===== src/rtl/gray_pkg.sv =====
// Shared types and helpers for the gray-code sequence generator and its
// neighbouring binary/gray converter stage.
package gray_pkg;

  localparam int DEF_WIDTH = 4;
  localparam int MAX_WIDTH = 16;

  typedef enum logic {
    IDLE = 1'b0,
    RUN  = 1'b1
  } state_e;

  // Reflected binary code at the widest supported width; narrower users
  // zero-extend the input and keep the low bits.
  function automatic logic [MAX_WIDTH-1:0] bin2gray(input logic [MAX_WIDTH-1:0] bin);
    return bin ^ (bin >> 1);
  endfunction

endpackage


===== src/rtl/gray_seq_gen_if.sv =====
// Stream and control bundle between the sequence generator and its user.
interface gray_seq_gen_if #(
  parameter int WIDTH = gray_pkg::DEF_WIDTH
);
  logic             en;
  logic             up;
  logic             load;
  logic [WIDTH-1:0] load_bin;
  logic             out_ready;
  logic             out_valid;
  logic [WIDTH-1:0] gray_out;
  logic [WIDTH-1:0] bin_out;
  logic             wrap;

  // Master drives control and consumes the stream.
  modport master (
    output en, up, load, load_bin, out_ready,
    input  out_valid, gray_out, bin_out, wrap
  );

  // Slave is the generator itself.
  modport slave (
    input  en, up, load, load_bin, out_ready,
    output out_valid, gray_out, bin_out, wrap
  );
endinterface


===== src/rtl/gray_encode.sv =====
// Combinational binary-to-gray encoder, one XOR per bit; the MSB passes through.
module gray_encode #(
  parameter int WIDTH = gray_pkg::DEF_WIDTH
) (
  input  logic [WIDTH-1:0] bin,
  output logic [WIDTH-1:0] gray
);

  assign gray[WIDTH-1] = bin[WIDTH-1];

  for (genvar i = 0; i < WIDTH - 1; i++) begin : g_bit
    assign gray[i] = bin[i] ^ bin[i+1];
  end

endmodule


===== src/rtl/gray_seq_gen.sv =====
// Gray-code stream source: up/down binary counter, registered gray encoding,
// valid/ready output with load override and wrap pulse.
module gray_seq_gen
  import gray_pkg::*;
#(
  parameter int WIDTH = DEF_WIDTH
) (
  input  logic            clk,
  input  logic            rst,
  gray_seq_gen_if.slave   bus
);

  state_e           state_q, state_d;
  logic [WIDTH-1:0] bin_q, bin_d;
  logic [WIDTH-1:0] gray_q, gray_d;
  logic             wrap_q, wrap_d;
  logic             hs;

  assign hs = (state_q == RUN) && bus.out_ready;

  // Next-state: load beats the handshake advance, which beats the en-driven
  // IDLE->RUN move; without a handshake in RUN everything holds.
  always_comb begin
    state_d = state_q;
    bin_d   = bin_q;
    wrap_d  = 1'b0;
    if (bus.load) begin
      bin_d   = bus.load_bin;
      state_d = IDLE;
    end else if (hs) begin
      if (bus.up) begin
        bin_d  = bin_q + 1'b1;
        wrap_d = (bin_q == {WIDTH{1'b1}});
      end else begin
        bin_d  = bin_q - 1'b1;
        wrap_d = (bin_q == '0);
      end
      if (!bus.en) state_d = IDLE;
    end else if ((state_q == IDLE) && bus.en) begin
      state_d = RUN;
    end
  end

  // Encode the next count so gray and binary land on the same edge.
  gray_encode #(.WIDTH(WIDTH)) u_enc (
    .bin  (bin_d),
    .gray (gray_d)
  );

  // State, counter and output registers.
  always_ff @(posedge clk) begin
    if (rst) begin
      state_q <= IDLE;
      bin_q   <= '0;
      gray_q  <= '0;
      wrap_q  <= 1'b0;
    end else begin
      state_q <= state_d;
      bin_q   <= bin_d;
      gray_q  <= gray_d;
      wrap_q  <= wrap_d;
    end
  end

  assign bus.out_valid = (state_q == RUN);
  assign bus.bin_out   = bin_q;
  assign bus.gray_out  = gray_q;
  assign bus.wrap      = wrap_q;

endmodule


===== src/flat_wrapper.sv =====
// flat-port wrapper written by rule: the top's interface ports become plain ports
module gray_seq_gen_flat import gray_pkg::*;
#(
  parameter int WIDTH = DEF_WIDTH
)
  (clk, rst, bus_en, bus_up, bus_load, bus_load_bin, bus_out_ready, bus_out_valid, bus_gray_out, bus_bin_out, bus_wrap);
  gray_seq_gen_if #(.WIDTH(WIDTH)) bus_i ();
  input  logic clk;
  input  logic rst;
  input wire logic [$bits(bus_i.en)-1:0] bus_en;
  input wire logic [$bits(bus_i.up)-1:0] bus_up;
  input wire logic [$bits(bus_i.load)-1:0] bus_load;
  input wire logic [$bits(bus_i.load_bin)-1:0] bus_load_bin;
  input wire logic [$bits(bus_i.out_ready)-1:0] bus_out_ready;
  output wire logic [$bits(bus_i.out_valid)-1:0] bus_out_valid;
  output wire logic [$bits(bus_i.gray_out)-1:0] bus_gray_out;
  output wire logic [$bits(bus_i.bin_out)-1:0] bus_bin_out;
  output wire logic [$bits(bus_i.wrap)-1:0] bus_wrap;
  assign bus_i.en = bus_en;
  assign bus_i.up = bus_up;
  assign bus_i.load = bus_load;
  assign bus_i.load_bin = bus_load_bin;
  assign bus_i.out_ready = bus_out_ready;
  assign bus_out_valid = bus_i.out_valid;
  assign bus_gray_out = bus_i.gray_out;
  assign bus_bin_out = bus_i.bin_out;
  assign bus_wrap = bus_i.wrap;
  gray_seq_gen #(.WIDTH(WIDTH)) u_core (.clk(clk), .rst(rst), .bus(bus_i));
endmodule

===== config.mk =====
export PLATFORM = sky130hd
export DESIGN_NAME = gray_seq_gen_flat
export DESIGN_NICKNAME = d
export VERILOG_FILES = /design/src/rtl/gray_pkg.sv /design/src/rtl/gray_seq_gen_if.sv /design/src/rtl/gray_encode.sv /design/src/rtl/gray_seq_gen.sv /design/src/flat_wrapper.sv
export SDC_FILE = /design/constraint.sdc
export NUM_CORES = 1
export LEC_CHECK = 0
export CORE_AREA = 2 2 39 41
export CTS_CLUSTER_SIZE = 24
export DETAILED_ROUTE_END_ITERATION = 7
export DIE_AREA = 0 0 41 43
export GPL_ROUTABILITY_DRIVEN = 0
export GPL_TIMING_DRIVEN = 0
export PLACE_DENSITY = 0.75
export SLEW_MARGIN = 20
export SYNTH_ARGS = -nofsm -noshare
export SYNTH_HDL_FRONTEND = slang
export SYNTH_HIERARCHICAL = 1
export SYNTH_SLANG_ARGS = --single-unit

===== constraint.sdc =====
create_clock -name clk -period 3.21 [get_ports clk]
set_input_delay 0.4815 -clock clk [delete_from_list [all_inputs] [get_ports clk]]
set_output_delay 0.4815 -clock clk [all_outputs]
set_load 0.01 [all_outputs]

* Word level (Yosys, flattened, before mapping)
Cells that the tools add are included.
** Operators by class
- Add/sub/neg operators :: 2
- $mul :: 0
- Div/mod/pow operators :: 0
- Magnitude comparators :: 0
- Eq/ne operators :: 2
- Shift operators :: 0
- Muxes and demuxes :: 7
- Bitwise gates (word level) :: 5
- Reduce and logical (&&, ||, !) cells :: 7
** Operators by type and width (number)
- $mux W4 :: 3
- $add A4 B1 Y4 const B :: 1
- $eq A4 B4 Y1 const B :: 1
- $logic_not A4 Y1 :: 1
- $mux W1 :: 4
- $sub A4 B1 Y4 const B :: 1
- $reduce_or A3 Y1 :: 1
- $xor A1 B1 Y1 :: 3
- $logic_and A1 B1 Y1 :: 2
- $ne A2 B2 Y1 const B :: 1
- $not A1 Y1 :: 2
- $reduce_and A2 Y1 :: 1
- $reduce_bool A2 Y1 :: 1
- $reduce_or A2 Y1 :: 1
** Storage, ports and cells
- Register bits after elaboration :: 10
- Bits in latches :: 0
- Memory bits (writable) :: 0
- Bits in read-only memories :: 0
- Input port bits :: 10
- Output and inout port bits :: 10
- Word-level logic and storage cells :: 27
- Memories kept :: 0

* Depth between registers and ports, before layout
- Depth after elaboration :: 5
- Mapped depth :: 8
- Gate-level depth less buffers :: 8

* Modules after synthesis
The synthesis kept the hierarchy.
** By module, submodules not included
- gray_seq_gen :: times used 1, cells an instance 55, area an instance 486.7 um2, sequential area each 200.2 um2
- gray_encode :: times used 1, cells an instance 4, area an instance 33.8 um2, sequential area each 0.0 um2

* Worst setup path before layout
OpenSTA, ideal clock, no wires.
- Path type :: input port to flip-flop
- Start :: in bus_up
- End :: reg u_core.gray_q[2], in the netlist u_core/bus.gray_out[2]
- Setup time :: 0.129 ns
- Arrival time :: 1.807 ns
- Required time :: 3.081 ns
- Setup slack :: 1.274 ns
- Cell stages on the path :: 8
- Buffers on the path :: 0
- Cells stage by stage :: inv_1 > ha_1 > a21oi_1 > nand3_1 > a211oi_1 > nor2_1 > xor2_1 > nor2b_1
** On the way
- Word-level cells in the longest chain between the ends :: 4
** RTL lines
- from (decl) :: RTL line flat_wrapper.sv:11 : input wire logic [$bits(bus_i.up)-1:0] bus_up;
- $mux W4 :: RTL line gray_seq_gen.sv:31 : if (bus.up) begin
- $mux W4 :: RTL line gray_seq_gen.sv:30 : end else if (hs) begin
- $mux W4 :: RTL line gray_seq_gen.sv:27 : if (bus.load) begin
- named net u_core.bin_d[3] :: RTL line gray_seq_gen.sv:14 : logic [WIDTH-1:0] bin_q, bin_d;
- $xor A1 B1 Y1 :: RTL line gray_encode.sv:12 : assign gray[i] = bin[i] ^ bin[i+1];
- named net u_core.gray_d[2] :: RTL line gray_seq_gen.sv:15 : logic [WIDTH-1:0] gray_q, gray_d;
- to (signal assigned) :: RTL line gray_seq_gen.sv:60 : gray_q <= gray_d;
- to (decl) :: RTL line gray_seq_gen.sv:15
The timed path passes the listed nets, and every way through them passes these cells.
A chain may end at the register's enable or synchronous reset.

* Worst setup path after layout
Ends and elaborated chain as after synthesis.

==> impl_metrics.json <==
{
  "nets": 94,
  "via_per_inst": 4.81,
  "cpPeakStageDelay_ps": 530,
  "htreeDepth": 1,
  "firstDrtPassIters": 2,
  "top_layer_used": "met4",
  "die_y_microns": 43,
  "rsz0062_at_grt": "false",
  "syn_area_sq_um": 520,
  "grtUsageTotal": 0.154,
  "num_vias": 457,
  "ir_drop_uv": 210,
  "clk_pin_slew_ps": 60,
  "grt_antenna_before_repair": 0,
  "finalSetupViolations": 0,
  "synth_seq_area_share": 0.385,
  "routed_wl_microns": 1060,
  "grt_pass1_vias": 429,
  "clock_latency_ps": 250,
  "slew-limit-headroom": 0.646,
  "fin_crit_ps": 2400,
  "avgSynthCellArea_sq_um": 8.82,
  "yosys.area_share.simple": 0.252,
  "post_cts_buffers": 0,
  "ios": 20,
  "die-area_sq_um": 1760,
  "leakagePower_nw": 0.308,
  "final_max_slew_viol_count": 0,
  "min-delay-start": "u_core/bus.out_valid$_SDFFE_PP0P_",
  "skew_ps": 0.461,
  "yosys.area_share.adder": 0.0865,
  "hold_path_depth": 2,
  "clockBufferDepth": 2,
  "powerDensity_nw_per_um2": 398,
  "r2r-end": "u_core/bus.gray_out[1]$_SDFF_PP0_",
  "slowest_stage": "clkdlybuf4s50_1",
  "crit_arrival_ps": 2530,
  "postSynthCellCount": 59,
  "grt_max_degree": 11,
  "cts_resized": 0,
  "ctsHoldBuffers": 0,
  "numCtsBuffers": 3,
  "yosys.cell_types.count": 23,
  "drtAntennaViolNets": 0,
  "coreArea_sq_um": 1380,
  "initial_utilization": 0.376,
  "worst-path-max-fanout": 4,
  "drt_iter0_markers": 4,
  "fillCellCount": 146,
  "synthXorXnorAreaFrac": 0.101,
  "final_common_cell": "clkdlybuf4s50_1",
  "yosys_warnings": 6,
  "max-cap-violations": 0,
  "finalSetupTns_ps": 0,
  "worstSetupPathType": "primary input to register",
  "wl_met2_microns": 551,
  "worstHoldEndpoint": "u_core/bus.out_valid$_SDFFE_PP0P_",
  "wl_per_cell_microns": 11.2,
  "synth_mux_area_frac": 0.0192,
  "reg2reg_slack_ps": 1340,
  "core.rowCount": 14,
  "status": "complete, no violations",
  "critPathLaunchType": "primary input",
  "synth-compound-area-share": 0.113,
  "finalHoldViolCount": 0,
  "dp_cells": 92,
  "port_buffers": 17,
  "most-common-layout-cells": "17 x clkdlybuf4s50_1, 10 x dfxtp_1, 7 x nor2b_1, 6 x xor2_1, 5 x nor2_1",
  "crit_chain": "clkdlybuf4s50_1 -> inv_1 -> ha_1 -> a21oi_1 -> nand3_1 -> a211oi_1 -> nor2_1 -> xor2_1 -> nor2b_1",
  "period_share": 0.747,
  "r2r-start": "u_core/bus.bin_out[0]$_SDFF_PP0_",
  "critPathBufInv": 2,
  "worstRegToRegCells": 6,
  "syn2layout_area_growth_pct": 40.9,
  "path_depth": 9,
  "yosys_register_bits": 10,
  "final_cell_count_no_fill": 95,
  "syn_nets": 72,
  "cts_tree": "yes",
  "route.detailed.drc": 0,
  "worst_pin_slew_ps": 526,
  "end_kind": "register",
  "wl_met3_microns": 48,
  "fmax_mhz": 417,
  "crit_family": "buffers and inverters",
  "die_w_microns": 41,
  "clock-sinks": 10,
  "overflow": 0,
  "drive_gt1_frac": 0.0759,
  "synth_top_family_by_area": "simple AND/OR/NAND/NOR gates",
  "grt_pass1_wl_microns": 1770,
  "cp.required_ps": 3340,
  "wl_met1_microns": 453,
  "hp-class": "register to register",
  "diodes": 0,
  "cts-root-buf": "clkbuf_4"
}
==> how the worst max path moves through the flow <==
stage | start | endpoint | slack (ps)
floorplan | bus_up | u_core/bus.gray_out[2]$_SDFF_PP0_ | 1270
global placement | bus_up | u_core/bus.gray_out[2]$_SDFF_PP0_ | 580
detailed placement | bus_up | u_core/bus.gray_out[2]$_SDFF_PP0_ | 540
CTS | bus_up | u_core/bus.gray_out[2]$_SDFF_PP0_ | 820
global route | bus_up | u_core/bus.gray_out[2]$_SDFF_PP0_ | 640
finish | bus_up | u_core/bus.gray_out[2]$_SDFF_PP0_ | 810
==> kinds of logic after synthesis <==
| kind of cell | count (synthesis) |
|---|---|
| mux | 1 |
| compound gates | 10 |
| flops | 10 |
| buf+inv | 5 |
| fa+ha+maj | 3 |
| simple gates | 24 |
| xor+xnor | 6 |
==> sequential cells by signal (all words and copies together), names as in the netlist <==
signal	flops
u_core/bus.bin_out	4
u_core/bus.wrap	1
u_core/bus.gray_out	4
u_core/bus.out_valid	1
==> stage by stage <==
step                setup WS [ps]  cell area [sq um]  hold slack (ps)  power [mW]  utilization
floorplan                    1270                520              570       0.181            -
global placement              580                711              563       0.212        0.514
detailed placement            544                711              563       0.214        0.514
CTS                           816                733              593       0.298        0.530
global route                  638                733              641       0.312        0.530
finish                        812                733              584       0.292        0.530
==> final cells by class <==
type / instances / area, sq um / area share
tap: 16 / 20.0 / 0.0273
sequential: 10 / 200 / 0.273
multi-input combinational: 44 / 298 / 0.406
buffer: 3 / 15.0 / 0.0205
inverter: 2 / 7.51 / 0.0102
clock buffer: 3 / 22.5 / 0.0307
timing repair buffer: 17 / 170 / 0.232
==> power breakdown <==
part	switching, mW	internal [mW]	total [mW]
logic	0.0302	0.0407	0.0708
clock network	0.0380	0.0431	0.0810
registers	0.00690	0.133	0.140
total	0.0750	0.217	0.292
==> cells in the mapped netlist <==
library cell / instances / share of area
a211oi_1: 1 / 0.014
a21o_1: 1 / 0.014
a21oi_1: 4 / 0.038
a31oi_1: 1 / 0.012
and2_1: 1 / 0.012
and3_2: 1 / 0.014
buf_4: 1 / 0.014
clkbuf_1: 2 / 0.014
dfxtp_1: 10 / 0.38
fa_1: 1 / 0.038
ha_1: 2 / 0.048
inv_1: 2 / 0.014
mux2i_1: 1 / 0.019
nand2_1: 4 / 0.029
nand3_1: 2 / 0.019
nor2_1: 5 / 0.036
nor2b_1: 7 / 0.084
nor3_1: 2 / 0.019
nor4_2: 1 / 0.024
o21ai_0: 2 / 0.019
o31ai_1: 1 / 0.014
or4_1: 1 / 0.014
xor2_1: 6 / 0.10
==> routing by layer <==
layer  track usage  vias to the layer above
li1              -                      241
met1         0.175                      202
met2         0.225                       12
met3        0.0785                        2
met4        0.0800                        0
met5             0                        -
==> worst register-to-register path, delay by kind of cell (launching register included) <==
kind | cells | cell delay (ps)
compound gates | 1 | 490
xor+xnor | 2 | 250
fa+ha+maj | 1 | 420
flops | 1 | 380
simple gates | 2 | 210
Note: power is estimated with default switching activity, not from simulation.
